## src/rtl/decode_ctrl_pipe.sv

```systemverilog
// RV32I(+M) instruction decoder feeding a registered, valid/ready ID->EX control buffer.
// Buffer is a 2-entry in-order skid FIFO (SKID=1) or a single pipeline register (SKID=0).
module decode_ctrl_pipe #(
    parameter int unsigned EN_MEXT = 1,
    parameter int unsigned SKID    = 1,
    parameter int unsigned CNT_W   = 8
) (
    input  logic             CPU_CLK,
    input  logic             CPU_RST_N,
    input  logic             in_valid,
    output logic             in_ready,
    input  logic [31:0]      instr,
    input  logic [31:0]      pc_in,
    input  logic             flush,
    output logic             out_valid,
    input  logic             out_ready,
    output logic [31:0]      out_pc,
    output logic             jal,
    output logic             jalr,
    output logic             mem_to_reg,
    output logic             load_npc,
    output logic             alu_src1,
    output logic [2:0]       reg_write,
    output logic [3:0]       mem_write,
    output logic [1:0]       reg_read,
    output logic [2:0]       branch_type,
    output logic [3:0]       alu_ctrl,
    output logic [1:0]       alu_src2,
    output logic [2:0]       imm_type,
    output logic             is_muldiv,
    output logic [2:0]       muldiv_op,
    output logic             illegal,
    output logic [CNT_W-1:0] illegal_cnt
);

    localparam logic [6:0] OP_LUI    = 7'b0110111;
    localparam logic [6:0] OP_AUIPC  = 7'b0010111;
    localparam logic [6:0] OP_JAL    = 7'b1101111;
    localparam logic [6:0] OP_JALR   = 7'b1100111;
    localparam logic [6:0] OP_LOAD   = 7'b0000011;
    localparam logic [6:0] OP_STORE  = 7'b0100011;
    localparam logic [6:0] OP_BRANCH = 7'b1100011;
    localparam logic [6:0] OP_IMM    = 7'b0010011;
    localparam logic [6:0] OP_REG    = 7'b0110011;

    localparam logic [3:0] ALU_SLL  = 4'd0;
    localparam logic [3:0] ALU_SRL  = 4'd1;
    localparam logic [3:0] ALU_SRA  = 4'd2;
    localparam logic [3:0] ALU_ADD  = 4'd3;
    localparam logic [3:0] ALU_SUB  = 4'd4;
    localparam logic [3:0] ALU_XOR  = 4'd5;
    localparam logic [3:0] ALU_OR   = 4'd6;
    localparam logic [3:0] ALU_AND  = 4'd7;
    localparam logic [3:0] ALU_SLT  = 4'd8;
    localparam logic [3:0] ALU_SLTU = 4'd9;
    localparam logic [3:0] ALU_LUI  = 4'd10;

    localparam logic [2:0] IMM_R = 3'd0;
    localparam logic [2:0] IMM_I = 3'd1;
    localparam logic [2:0] IMM_S = 3'd2;
    localparam logic [2:0] IMM_B = 3'd3;
    localparam logic [2:0] IMM_U = 3'd4;
    localparam logic [2:0] IMM_J = 3'd5;

    localparam logic [1:0] SRC2_RS2 = 2'd0;
    localparam logic [1:0] SRC2_IMM = 2'd2;

    typedef struct packed {
        logic       jal;
        logic       jalr;
        logic       mem_to_reg;
        logic       load_npc;
        logic       alu_src1;
        logic [2:0] reg_write;
        logic [3:0] mem_write;
        logic [1:0] reg_read;
        logic [2:0] branch_type;
        logic [3:0] alu_ctrl;
        logic [1:0] alu_src2;
        logic [2:0] imm_type;
        logic       is_muldiv;
        logic [2:0] muldiv_op;
        logic       illegal;
    } bundle_t;

    logic [6:0] opcode;
    logic [2:0] funct3;
    logic [6:0] funct7;
    logic       bad;
    logic       unused_bits;
    bundle_t    dec;

    assign opcode      = instr[6:0];
    assign funct3      = instr[14:12];
    assign funct7      = instr[31:25];
    assign unused_bits = ^{instr[24:15], instr[11:7]};

    always_comb begin
        dec = '0;
        bad = 1'b0;
        case (opcode)
            OP_LUI: begin
                dec.alu_ctrl  = ALU_LUI;
                dec.imm_type  = IMM_U;
                dec.alu_src2  = SRC2_IMM;
                dec.reg_write = 3'd3;
            end
            OP_AUIPC: begin
                dec.alu_ctrl  = ALU_ADD;
                dec.imm_type  = IMM_U;
                dec.alu_src1  = 1'b1;
                dec.alu_src2  = SRC2_IMM;
                dec.reg_write = 3'd3;
            end
            OP_JAL: begin
                dec.jal       = 1'b1;
                dec.alu_src1  = 1'b1;
                dec.alu_ctrl  = ALU_ADD;
                dec.imm_type  = IMM_J;
                dec.alu_src2  = SRC2_IMM;
                dec.reg_write = 3'd3;
            end
            OP_JALR: begin
                dec.jalr      = 1'b1;
                dec.load_npc  = 1'b1;
                dec.reg_read  = 2'b10;
                dec.alu_ctrl  = ALU_ADD;
                dec.imm_type  = IMM_I;
                dec.alu_src2  = SRC2_IMM;
                dec.reg_write = 3'd3;
                bad           = (funct3 != 3'b000);
            end
            OP_LOAD: begin
                dec.mem_to_reg = 1'b1;
                dec.reg_read   = 2'b10;
                dec.alu_ctrl   = ALU_ADD;
                dec.imm_type   = IMM_I;
                dec.alu_src2   = SRC2_IMM;
                case (funct3)
                    3'b000:  dec.reg_write = 3'd1;
                    3'b001:  dec.reg_write = 3'd2;
                    3'b010:  dec.reg_write = 3'd3;
                    3'b100:  dec.reg_write = 3'd4;
                    3'b101:  dec.reg_write = 3'd5;
                    default: bad = 1'b1;
                endcase
            end
            OP_STORE: begin
                dec.reg_read = 2'b11;
                dec.alu_ctrl = ALU_ADD;
                dec.imm_type = IMM_S;
                dec.alu_src2 = SRC2_IMM;
                case (funct3)
                    3'b000:  dec.mem_write = 4'b0001;
                    3'b001:  dec.mem_write = 4'b0011;
                    3'b010:  dec.mem_write = 4'b1111;
                    default: bad = 1'b1;
                endcase
            end
            OP_BRANCH: begin
                // Comparison runs through the ALU as a subtract of rs1 - rs2.
                dec.reg_read = 2'b11;
                dec.alu_ctrl = ALU_SUB;
                dec.imm_type = IMM_B;
                dec.alu_src2 = SRC2_RS2;
                case (funct3)
                    3'b000:  dec.branch_type = 3'd1;
                    3'b001:  dec.branch_type = 3'd2;
                    3'b100:  dec.branch_type = 3'd3;
                    3'b110:  dec.branch_type = 3'd4;
                    3'b101:  dec.branch_type = 3'd5;
                    3'b111:  dec.branch_type = 3'd6;
                    default: bad = 1'b1;
                endcase
            end
            OP_IMM: begin
                dec.reg_read  = 2'b10;
                dec.imm_type  = IMM_I;
                dec.alu_src2  = SRC2_IMM;
                dec.reg_write = 3'd3;
                case (funct3)
                    3'b000: dec.alu_ctrl = ALU_ADD;
                    3'b010: dec.alu_ctrl = ALU_SLT;
                    3'b011: dec.alu_ctrl = ALU_SLTU;
                    3'b100: dec.alu_ctrl = ALU_XOR;
                    3'b110: dec.alu_ctrl = ALU_OR;
                    3'b111: dec.alu_ctrl = ALU_AND;
                    3'b001: begin
                        dec.alu_ctrl = ALU_SLL;
                        bad          = (funct7 != 7'b0000000);
                    end
                    default: begin
                        if (funct7 == 7'b0000000)      dec.alu_ctrl = ALU_SRL;
                        else if (funct7 == 7'b0100000) dec.alu_ctrl = ALU_SRA;
                        else                           bad = 1'b1;
                    end
                endcase
            end
            OP_REG: begin
                dec.reg_read  = 2'b11;
                dec.imm_type  = IMM_R;
                dec.alu_src2  = SRC2_RS2;
                dec.reg_write = 3'd3;
                if (funct7 == 7'b0000000) begin
                    case (funct3)
                        3'b000:  dec.alu_ctrl = ALU_ADD;
                        3'b001:  dec.alu_ctrl = ALU_SLL;
                        3'b010:  dec.alu_ctrl = ALU_SLT;
                        3'b011:  dec.alu_ctrl = ALU_SLTU;
                        3'b100:  dec.alu_ctrl = ALU_XOR;
                        3'b101:  dec.alu_ctrl = ALU_SRL;
                        3'b110:  dec.alu_ctrl = ALU_OR;
                        default: dec.alu_ctrl = ALU_AND;
                    endcase
                end else if (funct7 == 7'b0100000) begin
                    case (funct3)
                        3'b000:  dec.alu_ctrl = ALU_SUB;
                        3'b101:  dec.alu_ctrl = ALU_SRA;
                        default: bad = 1'b1;
                    endcase
                end else if (funct7 == 7'b0000001 && EN_MEXT != 0) begin
                    dec.is_muldiv = 1'b1;
                    dec.muldiv_op = funct3;
                end else begin
                    bad = 1'b1;
                end
            end
            default: bad = 1'b1;
        endcase
        // Illegal entries carry no side effects at all; only the flag survives.
        if (bad) begin
            dec         = '0;
            dec.illegal = 1'b1;
        end
    end

    bundle_t          ent0, ent1;
    logic [31:0]      pc0, pc1;
    logic [1:0]       cnt;
    logic             alive;
    logic [CNT_W-1:0] ill_cnt;
    logic             push, pop;

    assign out_valid = (cnt != 2'd0);
    assign pop       = out_valid & out_ready;
    assign push      = in_valid & in_ready & ~flush;

    always_comb begin
        if (SKID != 0) in_ready = alive && (cnt != 2'd2);
        else           in_ready = alive && ((cnt == 2'd0) || out_ready);
    end

    always_ff @(posedge CPU_CLK or negedge CPU_RST_N) begin
        if (!CPU_RST_N) begin
            alive   <= 1'b0;
            cnt     <= 2'd0;
            ent0    <= '0;
            ent1    <= '0;
            pc0     <= '0;
            pc1     <= '0;
            ill_cnt <= '0;
        end else begin
            alive <= 1'b1;
            if (flush) begin
                cnt  <= 2'd0;
                ent0 <= '0;
                ent1 <= '0;
                pc0  <= '0;
                pc1  <= '0;
            end else begin
                // Head slot is zeroed whenever it empties so idle outputs read 0.
                case (cnt)
                    2'd0: begin
                        if (push) begin
                            ent0 <= dec;
                            pc0  <= pc_in;
                            cnt  <= 2'd1;
                        end
                    end
                    2'd1: begin
                        if (push && pop) begin
                            ent0 <= dec;
                            pc0  <= pc_in;
                        end else if (pop) begin
                            ent0 <= '0;
                            pc0  <= '0;
                            cnt  <= 2'd0;
                        end else if (push) begin
                            ent1 <= dec;
                            pc1  <= pc_in;
                            cnt  <= 2'd2;
                        end
                    end
                    default: begin
                        if (pop) begin
                            ent0 <= ent1;
                            pc0  <= pc1;
                            if (push) begin
                                ent1 <= dec;
                                pc1  <= pc_in;
                            end else begin
                                ent1 <= '0;
                                pc1  <= '0;
                                cnt  <= 2'd1;
                            end
                        end
                    end
                endcase
            end
            if (push && dec.illegal && (ill_cnt != '1))
                ill_cnt <= ill_cnt + 1'b1;
        end
    end

    assign out_pc      = pc0;
    assign jal         = ent0.jal;
    assign jalr        = ent0.jalr;
    assign mem_to_reg  = ent0.mem_to_reg;
    assign load_npc    = ent0.load_npc;
    assign alu_src1    = ent0.alu_src1;
    assign reg_write   = ent0.reg_write;
    assign mem_write   = ent0.mem_write;
    assign reg_read    = ent0.reg_read;
    assign branch_type = ent0.branch_type;
    assign alu_ctrl    = ent0.alu_ctrl;
    assign alu_src2    = ent0.alu_src2;
    assign imm_type    = ent0.imm_type;
    assign is_muldiv   = ent0.is_muldiv;
    assign muldiv_op   = ent0.muldiv_op;
    assign illegal     = ent0.illegal;
    assign illegal_cnt = ill_cnt;

endmodule
```

## config.mk

```make
export PLATFORM = sky130hd
export DESIGN_NAME = decode_ctrl_pipe
export DESIGN_NICKNAME = d
export VERILOG_FILES = /design/src/rtl/decode_ctrl_pipe.sv
export SDC_FILE = /design/constraint.sdc
export NUM_CORES = 1
export LEC_CHECK = 0
export BUFFER_PORTS_ARGS = -buffer_cell sky130_fd_sc_hd__clkbuf_2
export CAP_MARGIN = 20
export CELL_PAD_IN_SITES_DETAIL_PLACEMENT = 0
export CELL_PAD_IN_SITES_GLOBAL_PLACEMENT = 1
export CORE_ASPECT_RATIO = 0.7
export CORE_MARGIN = 2
export CORE_UTILIZATION = 45
export CTS_CLUSTER_DIAMETER = 60
export DETAILED_ROUTE_END_ITERATION = 8
export PLACE_DENSITY = 0.87
export RECOVER_POWER = 100
export SLEW_MARGIN = 0
export SYNTH_ARGS = -nofsm -noshare
export SYNTH_HDL_FRONTEND = slang
export SYNTH_SLANG_ARGS = --single-unit
```

## constraint.sdc

```tcl
create_clock -name CPU_CLK -period 6.67 [get_ports CPU_CLK]
set_input_delay 0.3335 -clock CPU_CLK [delete_from_list [all_inputs] [get_ports CPU_CLK]]
set_output_delay 0.3335 -clock CPU_CLK [all_outputs]
set_load 0.05 [all_outputs]
```

[Word level (Yosys, flattened, before mapping)]
Cells that the tools add are included.
Storage, ports and cells
  register bits after elaboration: 137
  output and inout port bits: 73
Cells by class
  add/sub/neg operators: 1
  equal/unequal tests: 29
  mux-type cells: 67
  bitwise logic cells: 4
  reduce and logical (&&, ||, !) cells: 26
Operators by type and width (count)
  $mux W31: 11
  $mux W32: 10
  $pmux W32 S2: 2
  $pmux W31 S2: 2
  $pmux W9 S8: 1
  $pmux W4 S7: 2
  $eq A7 B6 Y1 const B: 4
  $mux W4: 6
  $eq A7 B7 Y1 const B: 3
  $mux W2: 9
  $pmux W3 S6: 1
  $reduce_or A6 Y1: 3
  $pmux W3 S5: 1
  $eq A7 B5 Y1 const B: 2
  $mux W1: 13
  $eq A3 B3 Y1 const B: 4
  $ne A3 B3 Y1 const B: 4
  $pmux W3 S2: 2
  $pmux W4 S3: 1
  $reduce_or A3 Y1: 4
  $reduce_and A5 Y1: 2
  $add A8 B1 Y8 const B: 1
  $ne A4 B4 Y1 const B: 2
  $ne A8 B8 Y1 const B: 1
  24 further kinds: 36

[Depth between registers and ports, before layout]
  depth in word-level cells: 12
  depth in mapped cells: 9
  gate-level depth less buffers: 7

[Least setup slack after synthesis]
OpenSTA, ideal clock, no wires.
  path kind: reg-to-reg
  start: reg ill_cnt[0], in the netlist illegal_cnt[0]
  end: reg ill_cnt[1], in the netlist illegal_cnt[1]
  setup time: 125 ps
  arrival time: 2253 ps
  data required time: 6545 ps
  path slack: 4292 ps
  stages on the path, launching flop included: 7
  buffers on the path: 0
  period minus slack after synthesis: 2378 ps
  cell sequence: dfrtp_1 ha_1 and3_1 nand3_1 or4bb_1 a31oi_4 mux2_2
On the way
  longest elaborated chain between the ends: 2
Ends and longest elaborated chain
  start, declared: line 241  | logic [CNT_W-1:0] ill_cnt;
  start signal, assigned: line 311  | ill_cnt <= ill_cnt + 1'b1;
  parallel branches: the longest is 2 deep, another holds $add A8 B1 Y8
Several ways; the timed one is not identified.
A chain may end at the register's enable or synchronous reset.

[Worst setup path in the final report]
  start: reg cnt[1]
  end: reg ent0 (netlist bit alu_ctrl[1])
On the way
  longest elaborated chain between the ends: 8
Ends and longest elaborated chain
  start, declared: line 239  | logic [1:0] cnt;
  start signal, assigned: line 256  | cnt <= 2'd0;
  start signal, assigned: line 265  | cnt <= 2'd0;
  start signal, assigned: line 277  | cnt <= 2'd1;
  $ne A2 B2 Y1: line 249  | if (SKID != 0) in_ready = alive && (cnt != 2'd2);
  $logic_and A1 B1 Y1: line 249
  $and A1 B1 Y1 (2 in a row): line 246  | assign push = in_valid & in_ready & ~flush;
  $logic_and A1 B1 Y1: line 281  | if (push && pop) begin
  $mux W31: line 281
  $pmux W31 S2: line 272  | case (cnt)
  $mux W31: line 264  | if (flush) begin
  end signal, assigned: line 296  | ent0 <= ent1;
  end, declared: line 237  | bundle_t ent0, ent1;
Several ways; a longest one is shown, not always the timed one.

==> impl_metrics.toml <==
[detailed_routing]
drt_iter0_markers = 322
drt_drc_violations_left = 0
post_drt_wl_per_cell_um = 19.1
vias = 5126
final_antenna_net_count = 0
detail_route.first_pass.iterations = 5
viasPerCell = 6.00
wirelength_um = 16300

[clock_tree]
clk_pin_slew_worst_paths_ns = 0.06
clockBufferDepth = 2
clock_sinks = 131
cts_setup_buffers = 0
h-tree-depth = 4
cts_tree = "yes"
clk_latency_ns = 0.41
cts_resized = 0
numCtsBuffers = 17
cts_root_buf = "clkbuf_16"
cts_hold_buf = 0

[sta]
clock.fmax_mhz = 218
worst_pin_slew_ns = 3.11
setup_slack_ns = 2.09
rsz0062_at_grt = "false"
report.final.hold_viol_count = 0
max_slew_margin_pct = -107
finalSetupViolCount = 0
fin_crit_sh_pct = 68.6
setup_tns_ns = 0
skew_ns = 0.0108
final_max_slew_viol_count = 199
min_period_ns = 4.58

[power]
pwr-share-clk_pct = 43.0
power_leakage_uw = 0.00315
ir_drop_mv = 0.201
intPower_uw = 1480
combPwrFrac_pct = 16.6
p_per_area_nw_per_um2 = 298
swShare_pct = 30.7
seq_power_share_pct = 40.4
p_sw_uw = 657

[synthesis]
netlist-cell-type-count = 58
ys_seq_area_share_pct = 54.2
yosysWarnings = 0
synth_edf_count = 0
yosys_register_bits = 131
netlist_instances = 580
syn_area_sq_um = 6040
synth_top_flop_cell = "dfrtp_1"
syn_avg_cell_area_sq_um = 10.4
async_flop_share_pct = 100
syn_nets = 650

[worst_setup_path]
cp_cell_sequence = "or2_0 > o21a_1 > clkbuf_1 > or4_4 > o21ai_0"
path_max_fanout = 54
required_ns = 6.93
cp_slowest_cell = "dfrtp_1"
crit_path_start_kind = "flip-flop"
endpoint_kind = "flip-flop"
critPathKind = "reg -> reg"
cp.arrival_ns = 4.84
crit_path_max_incr_delay_ns = 1.67

[die]
die_height_um = 101
fp.dieArea_sq_um = 14400
num_io_pins = 142
core_sq_um = 13100
start_util_pct = 46.0
fp.dieW_um = 143
rows = 35

[placed_design]
pre_cts_slack_ns = 3.52
gp_congestion = 0.875
io_buffers = 125
dp_hpwl_um = 10500

[layout]
diodes = 0
syn2layout_area_growth_pct = 18.7
fin_util_pct = 54.6
num-fill-cells = 1234
drive_gt1_share_pct = 14.8
nets = 746
final_cell_mix = "dfrtp_1 (131), clkbuf_1 (75), nor2_1 (70)"
final_common_cell = "dfrtp_1"

[status]
failed_checks = "capacitance limit, slew limit"
status = "finished with violations"

[global_route]
antenna_found_initial = 0
grt_pass1_wl_um = 26700
grt_usage_pct = 23.7
grt-ovfl-total = 0
grt_max_degree = 76
grt_pass1_vias = 5109

[run]
drv_cap = 4

[min_path]
hp-class = "in -> reg"
## power groups by stage
stage | Combinational [uW] | Sequential, uW | Clock [uW]
2_1_floorplan | 125 | 1010 | 0
3_3_place_gp | 360 | 877 | 0
3_5_place_dp | 368 | 879 | 0
4_1_cts | 368 | 866 | 934
5_1_grt | 383 | 872 | 970
6_report | 356 | 866 | 920
## cells in the mapped netlist (2+ instances only)
| master | number | area [sq um] |
|---|---|---|
| xnor2_1 | 6 | 52.6 |
| buf_2 | 6 | 30.0 |
| inv_1 | 7 | 26.3 |
| a21o_1 | 5 | 37.5 |
| nand4_1 | 6 | 37.5 |
| o21ai_0 | 20 | 100 |
| a21oi_1 | 18 | 90.1 |
| a32o_1 | 7 | 70.1 |
| a221oi_1 | 41 | 359 |
| a22oi_1 | 12 | 90.1 |
| buf_6 | 2 | 22.5 |
| conb_1 | 2 | 7.51 |
| o21ai_2 | 10 | 87.6 |
| a311oi_1 | 2 | 17.5 |
| nor3_1 | 48 | 240 |
| a211oi_1 | 6 | 45.0 |
| buf_1 | 6 | 22.5 |
| clkbuf_1 | 38 | 143 |
| nor2b_1 | 5 | 31.3 |
| a22o_1 | 41 | 359 |
| nand2b_1 | 5 | 31.3 |
| xor2_1 | 3 | 26.3 |
| or3_1 | 2 | 12.5 |
| nor3_4 | 2 | 32.5 |
| nor2_1 | 70 | 263 |
| nand3b_1 | 2 | 15.0 |
| o21a_1 | 2 | 15.0 |
| nand2_1 | 29 | 109 |
| dfrtp_1 | 131 | 3280 |
| a32oi_1 | 3 | 26.3 |
| buf_4 | 3 | 22.5 |
| nand4b_1 | 5 | 43.8 |
| and3_1 | 4 | 25.0 |
| nand3_1 | 7 | 35.0 |
## final timing paths
check                                    startpoint                         end  slack [ns]  cells past startpoint
worst max-delay path             cnt[1]$_DFFE_PN0P_     alu_ctrl[1]$_DFFE_PN0P_        2.09                      5
worst min-delay path                       pc_in[2]          pc1[2]$_DFFE_PN0P_        0.16                      2
worst max register to register   cnt[1]$_DFFE_PN0P_     alu_ctrl[1]$_DFFE_PN0P_        2.09                      5
worst min register to register  ent1[4]$_DFFE_PN0P_         ent1[4]$_DFFE_PN0P_        0.48                      1
max in group asynchronous                 CPU_RST_N        ent1[19]$_DFFE_PN0P_        3.50                      2
min in group asynchronous                 CPU_RST_N  illegal_cnt[0]$_DFFE_PN0P_        0.94                      1
## area by class of cell
| class | instances | area, sq um | area share (%) |
|---|---|---|---|
| tap | 166 | 208 | 2.90 |
| sequential | 131 | 3280 | 45.7 |
| clock buffer | 19 | 453 | 6.31 |
| inverter | 7 | 26.3 | 0.366 |
| multi-input combinational | 387 | 2480 | 34.6 |
| clock inverter | 12 | 131 | 1.83 |
| timing repair buffer | 132 | 592 | 8.25 |
## worst max-delay path, delay by kind of cell (launching register included)
family,cells,cell delay [ns]
AOI/OAI and AO/OA,2,0.32
and+or+nand+nor,2,0.85
DFF,1,1.67
buffers and inverters,1,1.57
## metrics by stage
stage | hold WS, ns | instance area, sq um | total power, uW | instances
after floorplan | 0.0379 | 6040 | 1130 | 580
after global placement | 0.438 | 6730 | 1240 | 822
after detailed placement | 0.448 | 6750 | 1250 | 823
after CTS | 0.00547 | 7330 | 2170 | 854
after global routing | 0.157 | 7170 | 2230 | 854
final | 0.159 | 7170 | 2140 | 854
## layer usage
metal	vias up	wire (um)	global-route usage, %
li1	2362	-	-
met1	2574	7480	33.9
met2	172	7630	36.5
met3	18	1040	5.13
met4	0	203	7.31
met5	-	0	0
## kinds of logic (layout without fill, tap and decap cells)
kind of cell | Yosys count | count (layout) | synth area share [%]
xor gates and xnor gates | 9 | 9 | 1.30
adders and majority gates | 1 | 1 | 0.207
muxes | 1 | 1 | 0.186
and+or+nand+nor | 198 | 198 | 16.7
AOI/OAI and AO/OA | 176 | 176 | 22.8
buffers and inverters | 62 | 170 | 4.41
DFF | 131 | 131 | 54.2
other | 2 | 2 | 0.124
No activity file was read; power rests on OpenSTA's default activity.
